File: config.mk
export PLATFORM = sky130hd
export DESIGN_NAME = mips_multicycle_control
export DESIGN_NICKNAME = d
export VERILOG_FILES = /design/src/rtl/mips_ctrl_pkg.sv /design/src/rtl/mips_ctrl_outdec.sv /design/src/rtl/mips_multicycle_control.sv
export SDC_FILE = /design/constraint.sdc
export NUM_CORES = 1
export LEC_CHECK = 0
export CAP_MARGIN = 10
export CORE_MARGIN = 3
export CORE_UTILIZATION = 34
export DETAILED_ROUTE_END_ITERATION = 8
export PLACE_DENSITY = 0.74
export RECOVER_POWER = 100
export SETUP_SLACK_MARGIN = 0.3
export SYNTH_ARGS = -nofsm -noshare
export SYNTH_HDL_FRONTEND = slang
export SYNTH_SLANG_ARGS = --single-unit
export TNS_END_PERCENT = 30
File: constraint.sdc
create_clock -name clk -period 1.35 [get_ports clk]
set_input_delay 0.135 -clock clk [delete_from_list [all_inputs] [get_ports clk]]
set_output_delay 0.135 -clock clk [all_outputs]
set_load 0.05 [all_outputs]
File: src/rtl/mips_ctrl_pkg.sv
// rtl/mips_ctrl_pkg.sv - encodings, state type and control word for the multicycle MIPS controller
// Contents: opcode constants, ALUOp / alu_src_b / pc_src select codes,
// the 4-bit state enum ctrl_state_t, the packed control word ctrl_word_t
// and an opcode legality helper shared by the top level.
package mips_ctrl_pkg;

    // Supported opcodes, instr[31:26]
    localparam logic [5:0] OP_RTYPE = 6'b000000;
    localparam logic [5:0] OP_LW    = 6'b100011;
    localparam logic [5:0] OP_SW    = 6'b101011;
    localparam logic [5:0] OP_BEQ   = 6'b000100;
    localparam logic [5:0] OP_ADDI  = 6'b001000;
    localparam logic [5:0] OP_J     = 6'b000010;

    // ALUOp codes; must match the ALU control decoder
    localparam logic [1:0] ALUOP_ADD   = 2'b00;
    localparam logic [1:0] ALUOP_SUB   = 2'b01;
    localparam logic [1:0] ALUOP_FUNCT = 2'b10;

    // ALU B operand select
    localparam logic [1:0] SRCB_B       = 2'b00;
    localparam logic [1:0] SRCB_FOUR    = 2'b01;
    localparam logic [1:0] SRCB_IMM     = 2'b10;
    localparam logic [1:0] SRCB_IMM_SL2 = 2'b11;

    // Next-PC select
    localparam logic [1:0] PCSRC_ALU    = 2'b00;
    localparam logic [1:0] PCSRC_ALUOUT = 2'b01;
    localparam logic [1:0] PCSRC_JUMP   = 2'b10;

    typedef enum logic [3:0] {
        S_FETCH   = 4'd0,
        S_DECODE  = 4'd1,
        S_MEMADR  = 4'd2,
        S_MEMRD   = 4'd3,
        S_MEMWB   = 4'd4,
        S_MEMWR   = 4'd5,
        S_EXECUTE = 4'd6,
        S_ALUWB   = 4'd7,
        S_BRANCH  = 4'd8,
        S_ADDIEX  = 4'd9,
        S_ADDIWB  = 4'd10,
        S_JUMP    = 4'd11
    } ctrl_state_t;

    // Moore control word. pc_write and branch are internal terms that the
    // top level folds into pc_en.
    typedef struct packed {
        logic       mem_req;
        logic       mem_write;
        logic       ir_write;
        logic       pc_write;
        logic       branch;
        logic       iord;
        logic       alu_src_a;
        logic [1:0] alu_src_b;
        logic [1:0] alu_op;
        logic [1:0] pc_src;
        logic       reg_dst;
        logic       mem_to_reg;
        logic       reg_write;
    } ctrl_word_t;

    function automatic logic opcode_supported(input logic [5:0] op);
        return (op == OP_RTYPE) || (op == OP_LW) || (op == OP_SW) ||
               (op == OP_BEQ) || (op == OP_ADDI) || (op == OP_J);
    endfunction

endpackage

File: src/rtl/mips_ctrl_outdec.sv
// rtl/mips_ctrl_outdec.sv - combinational state to control word decoder
// Ports:
//   state : current controller state
//   cw    : control word for that state (all fields 0 unless set below)
// FETCH reports ir_write/pc_write as 1; the top level qualifies them with
// mem_ready so they fire only in the completing fetch cycle.
module mips_ctrl_outdec
    import mips_ctrl_pkg::*;
(
    input  ctrl_state_t state,
    output ctrl_word_t  cw
);

    always_comb begin
        cw = '0;
        unique case (state)
            S_FETCH: begin
                cw.mem_req   = 1'b1;
                cw.ir_write  = 1'b1;
                cw.pc_write  = 1'b1;
                cw.iord      = 1'b0;
                cw.alu_src_a = 1'b0;
                cw.alu_src_b = SRCB_FOUR;
                cw.alu_op    = ALUOP_ADD;
                cw.pc_src    = PCSRC_ALU;
            end
            S_DECODE: begin
                // branch target precompute: PC + (SignImm << 2)
                cw.alu_src_a = 1'b0;
                cw.alu_src_b = SRCB_IMM_SL2;
                cw.alu_op    = ALUOP_ADD;
            end
            S_MEMADR: begin
                cw.alu_src_a = 1'b1;
                cw.alu_src_b = SRCB_IMM;
                cw.alu_op    = ALUOP_ADD;
            end
            S_MEMRD: begin
                cw.mem_req = 1'b1;
                cw.iord    = 1'b1;
            end
            S_MEMWB: begin
                cw.reg_dst    = 1'b0;
                cw.mem_to_reg = 1'b1;
                cw.reg_write  = 1'b1;
            end
            S_MEMWR: begin
                cw.mem_req   = 1'b1;
                cw.mem_write = 1'b1;
                cw.iord      = 1'b1;
            end
            S_EXECUTE: begin
                cw.alu_src_a = 1'b1;
                cw.alu_src_b = SRCB_B;
                cw.alu_op    = ALUOP_FUNCT;
            end
            S_ALUWB: begin
                cw.reg_dst    = 1'b1;
                cw.mem_to_reg = 1'b0;
                cw.reg_write  = 1'b1;
            end
            S_BRANCH: begin
                cw.alu_src_a = 1'b1;
                cw.alu_src_b = SRCB_B;
                cw.alu_op    = ALUOP_SUB;
                cw.pc_src    = PCSRC_ALUOUT;
                cw.branch    = 1'b1;
            end
            S_ADDIEX: begin
                cw.alu_src_a = 1'b1;
                cw.alu_src_b = SRCB_IMM;
                cw.alu_op    = ALUOP_ADD;
            end
            S_ADDIWB: begin
                cw.reg_dst    = 1'b0;
                cw.mem_to_reg = 1'b0;
                cw.reg_write  = 1'b1;
            end
            S_JUMP: begin
                cw.pc_src   = PCSRC_JUMP;
                cw.pc_write = 1'b1;
            end
            default: cw = '0;
        endcase
    end

endmodule

File: src/rtl/mips_multicycle_control.sv
// rtl/mips_multicycle_control.sv - main control FSM of the multicycle MIPS datapath
// Inputs : clk, reset_n (async active-low), opcode (instr[31:26]), zero (ALU flag),
//          mem_ready (memory completes current access this cycle)
// Outputs: mem_req, mem_write, ir_write, pc_en, iord, alu_src_a, alu_src_b[1:0],
//          alu_op[1:0], pc_src[1:0], reg_dst, mem_to_reg, reg_write, illegal_op
// Holds the state register and next-state logic; per-state outputs come from
// mips_ctrl_outdec. Enables are gated low while reset_n is asserted.
module mips_multicycle_control
    import mips_ctrl_pkg::*;
(
    input  logic       clk,
    input  logic       reset_n,
    input  logic [5:0] opcode,
    input  logic       zero,
    input  logic       mem_ready,
    output logic       mem_req,
    output logic       mem_write,
    output logic       ir_write,
    output logic       pc_en,
    output logic       iord,
    output logic       alu_src_a,
    output logic [1:0] alu_src_b,
    output logic [1:0] alu_op,
    output logic [1:0] pc_src,
    output logic       reg_dst,
    output logic       mem_to_reg,
    output logic       reg_write,
    output logic       illegal_op
);

    ctrl_state_t state;
    ctrl_state_t state_next;
    ctrl_word_t  cw;
    logic        in_fetch;
    logic        pc_write;

    mips_ctrl_outdec u_outdec (
        .state (state),
        .cw    (cw)
    );

    always_ff @(posedge clk or negedge reset_n) begin
        if (!reset_n) begin
            state <= S_FETCH;
        end else begin
            state <= state_next;
        end
    end

    always_comb begin
        state_next = state;
        unique case (state)
            S_FETCH:   state_next = mem_ready ? S_DECODE : S_FETCH;
            S_DECODE: begin
                unique case (opcode)
                    OP_LW, OP_SW: state_next = S_MEMADR;
                    OP_RTYPE:     state_next = S_EXECUTE;
                    OP_BEQ:       state_next = S_BRANCH;
                    OP_ADDI:      state_next = S_ADDIEX;
                    OP_J:         state_next = S_JUMP;
                    default:      state_next = S_FETCH;
                endcase
            end
            // opcode is still lw or sw here; anything else is unreachable
            S_MEMADR:  state_next = (opcode == OP_LW) ? S_MEMRD :
                                    (opcode == OP_SW) ? S_MEMWR : S_FETCH;
            S_MEMRD:   state_next = mem_ready ? S_MEMWB : S_MEMRD;
            S_MEMWB:   state_next = S_FETCH;
            S_MEMWR:   state_next = mem_ready ? S_FETCH : S_MEMWR;
            S_EXECUTE: state_next = S_ALUWB;
            S_ALUWB:   state_next = S_FETCH;
            S_BRANCH:  state_next = S_FETCH;
            S_ADDIEX:  state_next = S_ADDIWB;
            S_ADDIWB:  state_next = S_FETCH;
            S_JUMP:    state_next = S_FETCH;
            default:   state_next = S_FETCH;
        endcase
    end

    // The fetch strobes fire only in the completing fetch cycle; JUMP's
    // pc_write is unconditional.
    assign in_fetch = (state == S_FETCH);
    assign pc_write = cw.pc_write & (~in_fetch | mem_ready);

    // Mux selects need no gating: reset holds the state at FETCH.
    assign iord       = cw.iord;
    assign alu_src_a  = cw.alu_src_a;
    assign alu_src_b  = cw.alu_src_b;
    assign alu_op     = cw.alu_op;
    assign pc_src     = cw.pc_src;
    assign reg_dst    = cw.reg_dst;
    assign mem_to_reg = cw.mem_to_reg;

    assign mem_req    = reset_n & cw.mem_req;
    assign mem_write  = reset_n & cw.mem_write;
    assign ir_write   = reset_n & cw.ir_write & (~in_fetch | mem_ready);
    assign pc_en      = reset_n & (pc_write | (cw.branch & zero));
    assign reg_write  = reset_n & cw.reg_write;
    assign illegal_op = reset_n & (state == S_DECODE) & ~opcode_supported(opcode);

endmodule

==> summary.md, run 1 <==
| Metric | Value |
|---|---|
| Cells after DPL | 149 |
| Post-DP HPWL | 2.40 mm |
| Total setup buffers inserted after CTS | 3 |
| Outcome | stopped before the end |
| Top-area cell type share of the netlist area | 19.5% |
| Halt Reason | [ERROR DPL-0038] Utilization greater than 100%, impossible to legalize |
| Area contributors post-synth | dfrtp_1 20%, nor2_1 8.8%, nor3_1 7.8% |
| Row cnt | 13 |
| Count of cell types in the netlist | 31 |
| Max Root-Sink Buffers | 2 |
| FFs w/ async S/R, synth | 100% |
| Gpl congestion | 0.897 |
| Root buffer cell | clkbuf_4 |
| Post-synth EDFFs | 0 |
| Placed cell areas | 0.00131 mm² |
| Yosys top cell by area | dfrtp_1 |
| Post-CTS resize count | 36 |
| Die X-Extent | 44.8 µm |
| Synthesized Nets | 86 |
| Die H | 44.8 µm |
| CTS sink count | 4 |
| Ys flop type | dfrtp_1 |
| IO Count | 26 |
| Post-Synthesis Cells | 76 |
| Yosys reg bits | 4 |
| Warnings from Yosys | 0 |
| Avg Inst Size Synth | 6.75 µm² |
| Port Buffers | 25 |
| H-tree depth | 1 |
| Post-synthesis cell area | 513 µm² |
| Sequential cell area fraction in the yosys report | 19.5% |
| Cts bufs inserted | 3 |
| Last stage | clock tree synthesis |
| Dpl ws | -0.573 ns |
| Starting Density | 38.0% |
| Hold buffers post-CTS | 0 |
[cell usage after synthesis (all sizes together) (2+ instances only)]
library cell and count:
nor3 9, nand2b 4, nand2 7, buf 4
nor2 12, or2 2, a31oi 2, o22ai 3
a21oi 3, o21a 2, clkbuf 2, xnor2 2
nor4 2, o21ai 3, dfrtp 4, inv 2
or4 2
[stage by stage]
stage / TNS (ns) / utilization (%)
2_1_floorplan: -1.23 / -
3_3_place_gp: -2.04 / 97.2
3_5_place_dp: -2.89 / 97.2
[cells by family after synthesis]
logic type | count (synthesis) | share of synthesized area, %
buffers and inverters | 8 | 6.83
muxes | 1 | 2.19
and+or+nand+nor | 42 | 42.7
DFF | 4 | 19.5
AOI/OAI and AO/OA | 19 | 25.4
xor gates and xnor gates | 2 | 3.42
==> run 2: changes to the inputs <==
--- a/config.mk
+++ b/config.mk
@@ -6,12 +6,11 @@
 export NUM_CORES = 1
 export LEC_CHECK = 0
 export CAP_MARGIN = 10
-export CORE_MARGIN = 3
-export CORE_UTILIZATION = 34
+export CORE_AREA = 3 3 64 66
 export DETAILED_ROUTE_END_ITERATION = 8
-export PLACE_DENSITY = 0.74
+export DIE_AREA = 0 0 67 69
+export PLACE_DENSITY_LB_ADDON = 0.15
 export RECOVER_POWER = 100
-export SETUP_SLACK_MARGIN = 0.3
 export SYNTH_ARGS = -nofsm -noshare
 export SYNTH_HDL_FRONTEND = slang
 export SYNTH_SLANG_ARGS = --single-unit
==> constraint.sdc (replaced) <==
create_clock -name clk -period 1.75 [get_ports clk]
set_input_delay 0.175 -clock clk [delete_from_list [all_inputs] [get_ports clk]]
set_output_delay 0.175 -clock clk [all_outputs]
set_load 0.05 [all_outputs]
==> summary.md, run 2 <==
| Metric | Value |
|---|---|
| DRC Markers | 0 |
| Post-layout util | 30.9% |
| H-tree depth | 1 |
| Ys flop type | dfrtp_1 |
| Total power | 1.37 mW |
| Avg Inst Size Synth | 6.75 µm² |
| All-Layer GR Usage | 8.57% |
| Post-synthesis cell area | 513 µm² |
| Worst-path fanout max | 9 |
| CTS tree | done |
| Power Dens Cells | 1220 mW/mm² |
| Area contributors post-synth | dfrtp_1 20%, nor2_1 8.8%, nor3_1 7.8% |
| Reg power frac | 14.1% |
| Top-area cell type share of the netlist area | 19.5% |
| Synthesized Nets | 86 |
| Rel. slew slack | 66.0% |
| Worst Setup SP | state[1] |
| Count of cell types in the netlist | 31 |
| Hold Worst Slack | 0.328 ns |
| Vias in the first global route | 649 |
| Crit path required time | 1.57 ns |
| Sw Ratio | 50.0% |
| Routed WL per cell | 11.9 µm |
| Fin. Hold Viols | 0 |
| First-pass GRT wire length | 3.06 mm |
| Die H | 69 µm |
| Root buffer cell | clkbuf_8 |
| Gpl congestion | 0.837 |
| Largest net degree at the start of global routing | 10 |
| Sw power | 0.687 mW |
| MaxCap Viol Count | 0 |
| Die area | 0.00462 mm² |
| Final ANT Viol Nets | 0 |
| Int Power | 0.687 mW |
| Reg clk slew, reported paths | 0.03 ns |
| Die X-Extent | 67 µm |
| Port Buffers | 25 |
| Most common cell after layout, fill and taps aside | buf_4 |
| Dpl ws | -0.151 ns |
| Most common cell in the netlist | nor2_1 |
| Setup Skew | 0.00154 ns |
| Post-synth EDFFs | 0 |
| Hold buffers post-CTS | 0 |
| Max VDD drop | 402 µV |
| Detailed Route Iter0 Violations | 15 |
| Critical Path Start Type | register |
| Drt pass-1 iters | 4 |
| Starting Density | 14.1% |
| Yosys top cell by area | dfrtp_1 |
| Post-DP HPWL | 1.56 mm |
| RSZ-0062 raised after global routing | true |
| Sequential cell area fraction in the yosys report | 19.5% |
| Clock share of power | 14.0% |
| Skew-Pair Late Insertion Delay | 0.21 ns |
| Cts bufs inserted | 3 |
| Total core area | 0.00363 mm² |
| Row cnt | 22 |
| Post-Synthesis Cells | 76 |
| Logic pwr share | 71.9% |
| Most frequent cells in the layout | 15 x buf_4, 11 x nor2_1, 10 x buf_12, 7 x nand2_1, 6 x nor3_1 |
| FFs w/ async S/R, synth | 100% |
| Min-delay worst type | in -> async |
| Warnings from Yosys | 0 |
| Kind of end point of the critical path | output pin |
| Final setup vio count | 0 |
| Yosys reg bits | 4 |
| Area Growth Syn to Fin | 119% |
| Nets | 126 |
| Pins Over Slew Limit | 0 |
| Worst EP arrival | 1.53 ns |
| Top Registers | state (4) |
| Fin crit period | 1.70 ns |
| Crit path kind | reg -> out |
| Final worst-path cycle share | 97.4% |
| Outcome | complete, no violations |
| DR vias | 685 |
| Detailed Route WL | 1.92 mm |
| CTS sink count | 4 |
| Ratio of cells with drive above 1 in the final layout | 46.5% |
| Synth cell count leaders | 12 x nor2_1, 8 x nor3_1, 7 x nand2_1 |
| F_max | 587 MHz |
| Cells after DPL | 158 |
| Total gr overflow | 0 |
| Post-route insts no fill | 162 |
| Least-Margin Pin Slew | 0.509 ns |
| Max reg flops | 4 |
| Max Root-Sink Buffers | 2 |
| Initial antenna violation count | 0 |
| Reg2Reg Launch Point | state[0] |
| Via/cell ratio | 4.23 |
| IO Count | 26 |
| Reg with most FFs | state |
| Inserted Diodes | 0 |
| Final setup margin | 0.0454 ns |
| Leak pwr | 0.459 nW |
## run 2: cell counts after synthesis
Identical to the previous run, type by type.
## run 2: final cells by class
cell class | instances | area, µm²
inverter | 2 | 7.51
clock buffer | 3 | 41.3
fill | 404 | 2510
sequential | 4 | 105
timing repair buffer | 41 | 459
tap | 48 | 60.1
multi-input combinational | 64 | 450
## run 2: kinds of logic after synthesis
family / Yosys count / share of synthesized area (%)
compound gates: 19 / 25.4
simple gates: 42 / 42.7
xor+xnor: 2 / 3.42
mux: 1 / 2.19
flops: 4 / 19.5
buf+inv: 8 / 6.83
## run 2: per-layer routing
metal  track usage, %  wire [µm]  vias to the layer above
li1                 -          -                      355
met1             10.7        856                      309
met2             13.8        937                       19
met3             2.61        113                        2
met4             2.70         11                        0
met5                0          0                        -
## run 2: power groups by stage
stage	clock network, mW	registers, mW	logic [mW]
after floorplan	0	0.129	0.629
after global placement	0	0.183	1.08
after detailed placement	0	0.184	1.08
after CTS	0.193	0.186	1.10
after global routing	0.199	0.204	1.06
final	0.192	0.194	0.988
## run 2: timing repair
| action | 4_1_cts | 5_1_grt |
|---|---|---|
| endpoints found under the hold margin | 0 | 0 |
| endpoints found under the setup margin | 5 | 6 |
| buffers inserted | 1 | 0 |
| gates resized for setup | 13 | 7 |
| pin swaps | 4 | 0 |
## run 2: worst paths after layout
check	endpoint	cells past startpoint	slack (ns)
setup reg to reg	state[1]	5	0.22
hold / removal	state[0]	2	0.33
hold reg to reg	state[2]	1	0.55
setup / recovery	iord	4	0.05
max in group asynchronous	state[2]	2	1.31
min in group clk	state[2]	1	0.55
## run 2: worst max-delay path, stage by stage, from the launching register on
cell and delay, ns:
dfrtp_2 0.47, buf_4 0.17, xnor2_1 0.13, nor3_1 0.16, clkdlybuf4s18_2 0.39
## run 2: metrics by stage
step | instance area [µm²] | setup TNS, ns
global placement | 1080 | -0.171
global route | 1120 | -0.0888
finish | 1120 | 0
CTS | 1170 | 0
floorplan | 524 | -1.24
detailed placement | 1080 | -0.222
No activity file was read; power rests on OpenSTA's default activity.
==> run 3: changes to the inputs <==
--- a/config.mk
+++ b/config.mk
@@ -6,6 +6,8 @@
 export NUM_CORES = 1
 export LEC_CHECK = 0
 export CAP_MARGIN = 10
+export CELL_PAD_IN_SITES_DETAIL_PLACEMENT = 0
+export CELL_PAD_IN_SITES_GLOBAL_PLACEMENT = 1
 export CORE_AREA = 3 3 64 66
 export DETAILED_ROUTE_END_ITERATION = 8
 export DIE_AREA = 0 0 67 69
==> summary.md, run 3 (synthesis gave the netlist of run 2 again) <==
| Metric | Value |
|---|---|
| Post-DP HPWL | 1.67 mm |
| Largest net degree at the start of global routing | 12 |
| Critical path's largest stage delay | 0.40 ns |
| Top Registers | state (4) |
| Leak pwr | 0.533 nW |
| Fin crit period | 1.68 ns |
| Nets | 137 |
| Ratio of cells with drive above 1 in the final layout | 54.4% |
| Total core area | 0.00363 mm² |
| Total gr overflow | 0 |
| Reg clk slew, reported paths | 0.03 ns |
| Initial antenna violation count | 0 |
| Max Root-Sink Buffers | 2 |
| Final setup vio count | 0 |
| RSZ-0062 raised after global routing | true |
| Most frequent cells in the layout | 25 x buf_4, 15 x buf_12, 10 x nor2_1, 7 x nand2_1, 6 x nor3_1 |
| Final ANT Viol Nets | 0 |
| Routed WL per cell | 11.9 µm |
| Via/cell ratio | 4.23 |
| Drt pass-1 iters | 2 |
| Reg2Reg Launch Point | state[0] |
| Pins Over Slew Limit | 0 |
| Reg with most FFs | state |
| Min-delay worst type | in -> async |
| Reg-to-reg setup timing slack | 0.23 ns |
| Root buffer cell | clkbuf_8 |
| Die area | 0.00462 mm² |
| Hold buffers post-CTS | 0 |
| Area Growth Syn to Fin | 144% |
| IO Count | 26 |
| Worst EP arrival | 1.51 ns |
| CTS sink count | 4 |
| Final Cell Area | 0.00125 mm² |
| Die X-Extent | 67 µm |
| Crit path required time | 1.57 ns |
| DRC Markers | 0 |
| First-pass GRT wire length | 3.18 mm |
| F_max | 595 MHz |
| Final worst-path cycle share | 96.1% |
| Inserted Diodes | 0 |
| Skew-Pair Late Insertion Delay | 0.21 ns |
| Rel. slew slack | 76.3% |
| H-tree depth | 1 |
| Die H | 69 µm |
| Gpl congestion | 0.758 |
| Max reg flops | 4 |
| MaxCap Viol Count | 0 |
| Worst r2r dst | state[1] |
| Vias in the first global route | 690 |
| Worst R2R Path Depth | 5 |
| Starting Density | 14.1% |
| Least-Margin Pin Slew | 0.352 ns |
| Detailed Route Iter0 Violations | 18 |
| Fin. Hold Viols | 0 |
| Worst-path fanout max | 9 |
| Kind of end point of the critical path | output pin |
| Max VDD drop | 440 µV |
| DR vias | 731 |
| CTS tree | done |
| Detailed Route WL | 2.07 mm |
| Critical path's slowest cell | dfrtp_1 |
| Most common cell after layout, fill and taps aside | buf_4 |
| Cts bufs inserted | 3 |
| Power Dens Cells | 1260 mW/mm² |
| All-Layer GR Usage | 8.64% |
| Crit-path cells | buf_4, nand2b_1, nor3_1, buf_12 |
| Crit path kind | reg -> out |
| Critical Path Start Type | register |
| Port Buffers | 25 |
| Hold Worst Slack | 0.435 ns |
| Setup Skew | 0.00278 ns |
| Outcome | complete, no violations |
| Row cnt | 22 |
| Placed cell areas | 0.00109 mm² |
-- run 3: cell count changes in the layout (fill, tap and decap cells not counted), moves of 2 or more --
cell / change
buf_4: +10
dlygate4sd2_1: -2
clkbuf_2: +3
dlymetal6s2s_1: -2
nand2b_2: -2
clkdlybuf4s50_1: -3
buf_12: +5
-- run 3: final cells by class --
| class | instances | area, µm² |
|---|---|---|
| fillers | 413 | 2380 |
| multi-input cells | 64 | 444 |
| repair buffers | 52 | 597 |
| inverters | 2 | 7.51 |
| flip-flops and latches | 4 | 104 |
| clock buffers | 3 | 41.3 |
| well taps | 48 | 60.1 |
-- run 3: worst max-delay path by stage --
stage               startpoint         end  slack [ns]  cells after the start
floorplan             state[1]     mem_req       -0.29                      5
global placement     opcode[3]  illegal_op       -0.15                      6
detailed placement   opcode[5]  illegal_op       -0.15                      6
CTS                   state[0]       pc_en      -0.007                      5
global route          state[3]  mem_to_reg       -0.05                      4
finish                state[3]   mem_write        0.07                      4
-- run 3: per-layer routing --
metal / global-route usage, % / part of all wire [%] / vias up
met5: 0 / 0 / -
met3: 2.28 / 5.7 / 2
met1: 9.96 / 44 / 334
li1: - / - / 371
met2: 15.4 / 48 / 24
met4: 2.03 / 1.6 / 0
-- run 3: through the flow --
step | cells | worst slack (ns) | total power [mW] | utilization (%) | setup TNS (ns)
after floorplan | 76 | -0.294 | 0.758 | - | -1.24
after global placement | 159 | -0.145 | 1.27 | 29.9 | -0.200
after detailed placement | 159 | -0.149 | 1.26 | 29.9 | -0.238
after CTS | 167 | -0.00710 | 1.50 | 33.5 | -0.00710
after global routing | 173 | -0.0466 | 1.67 | 34.5 | -0.112
final | 173 | 0.0689 | 1.58 | 34.5 | 0
-- run 3: worst max-delay path, delay by kind of cell, from the launching register on --
| family | cells | cell delay, ns |
|---|---|---|
| flops | 1 | 0.40 |
| buf+inv | 2 | 0.37 |
| simple gates | 2 | 0.52 |
-- run 3: power by group --
part,switching (mW),total [mW],internal (mW)
sequential,0.0553,0.177,0.122
combinational,0.628,1.21,0.583
clock,0.0418,0.188,0.146
-- run 3: what timing repair did --
item	4_1_cts	5_1_grt
pin swaps	4	5
resized for setup	20	9
setup endpoints to repair	6	8
setup buffers	5	6
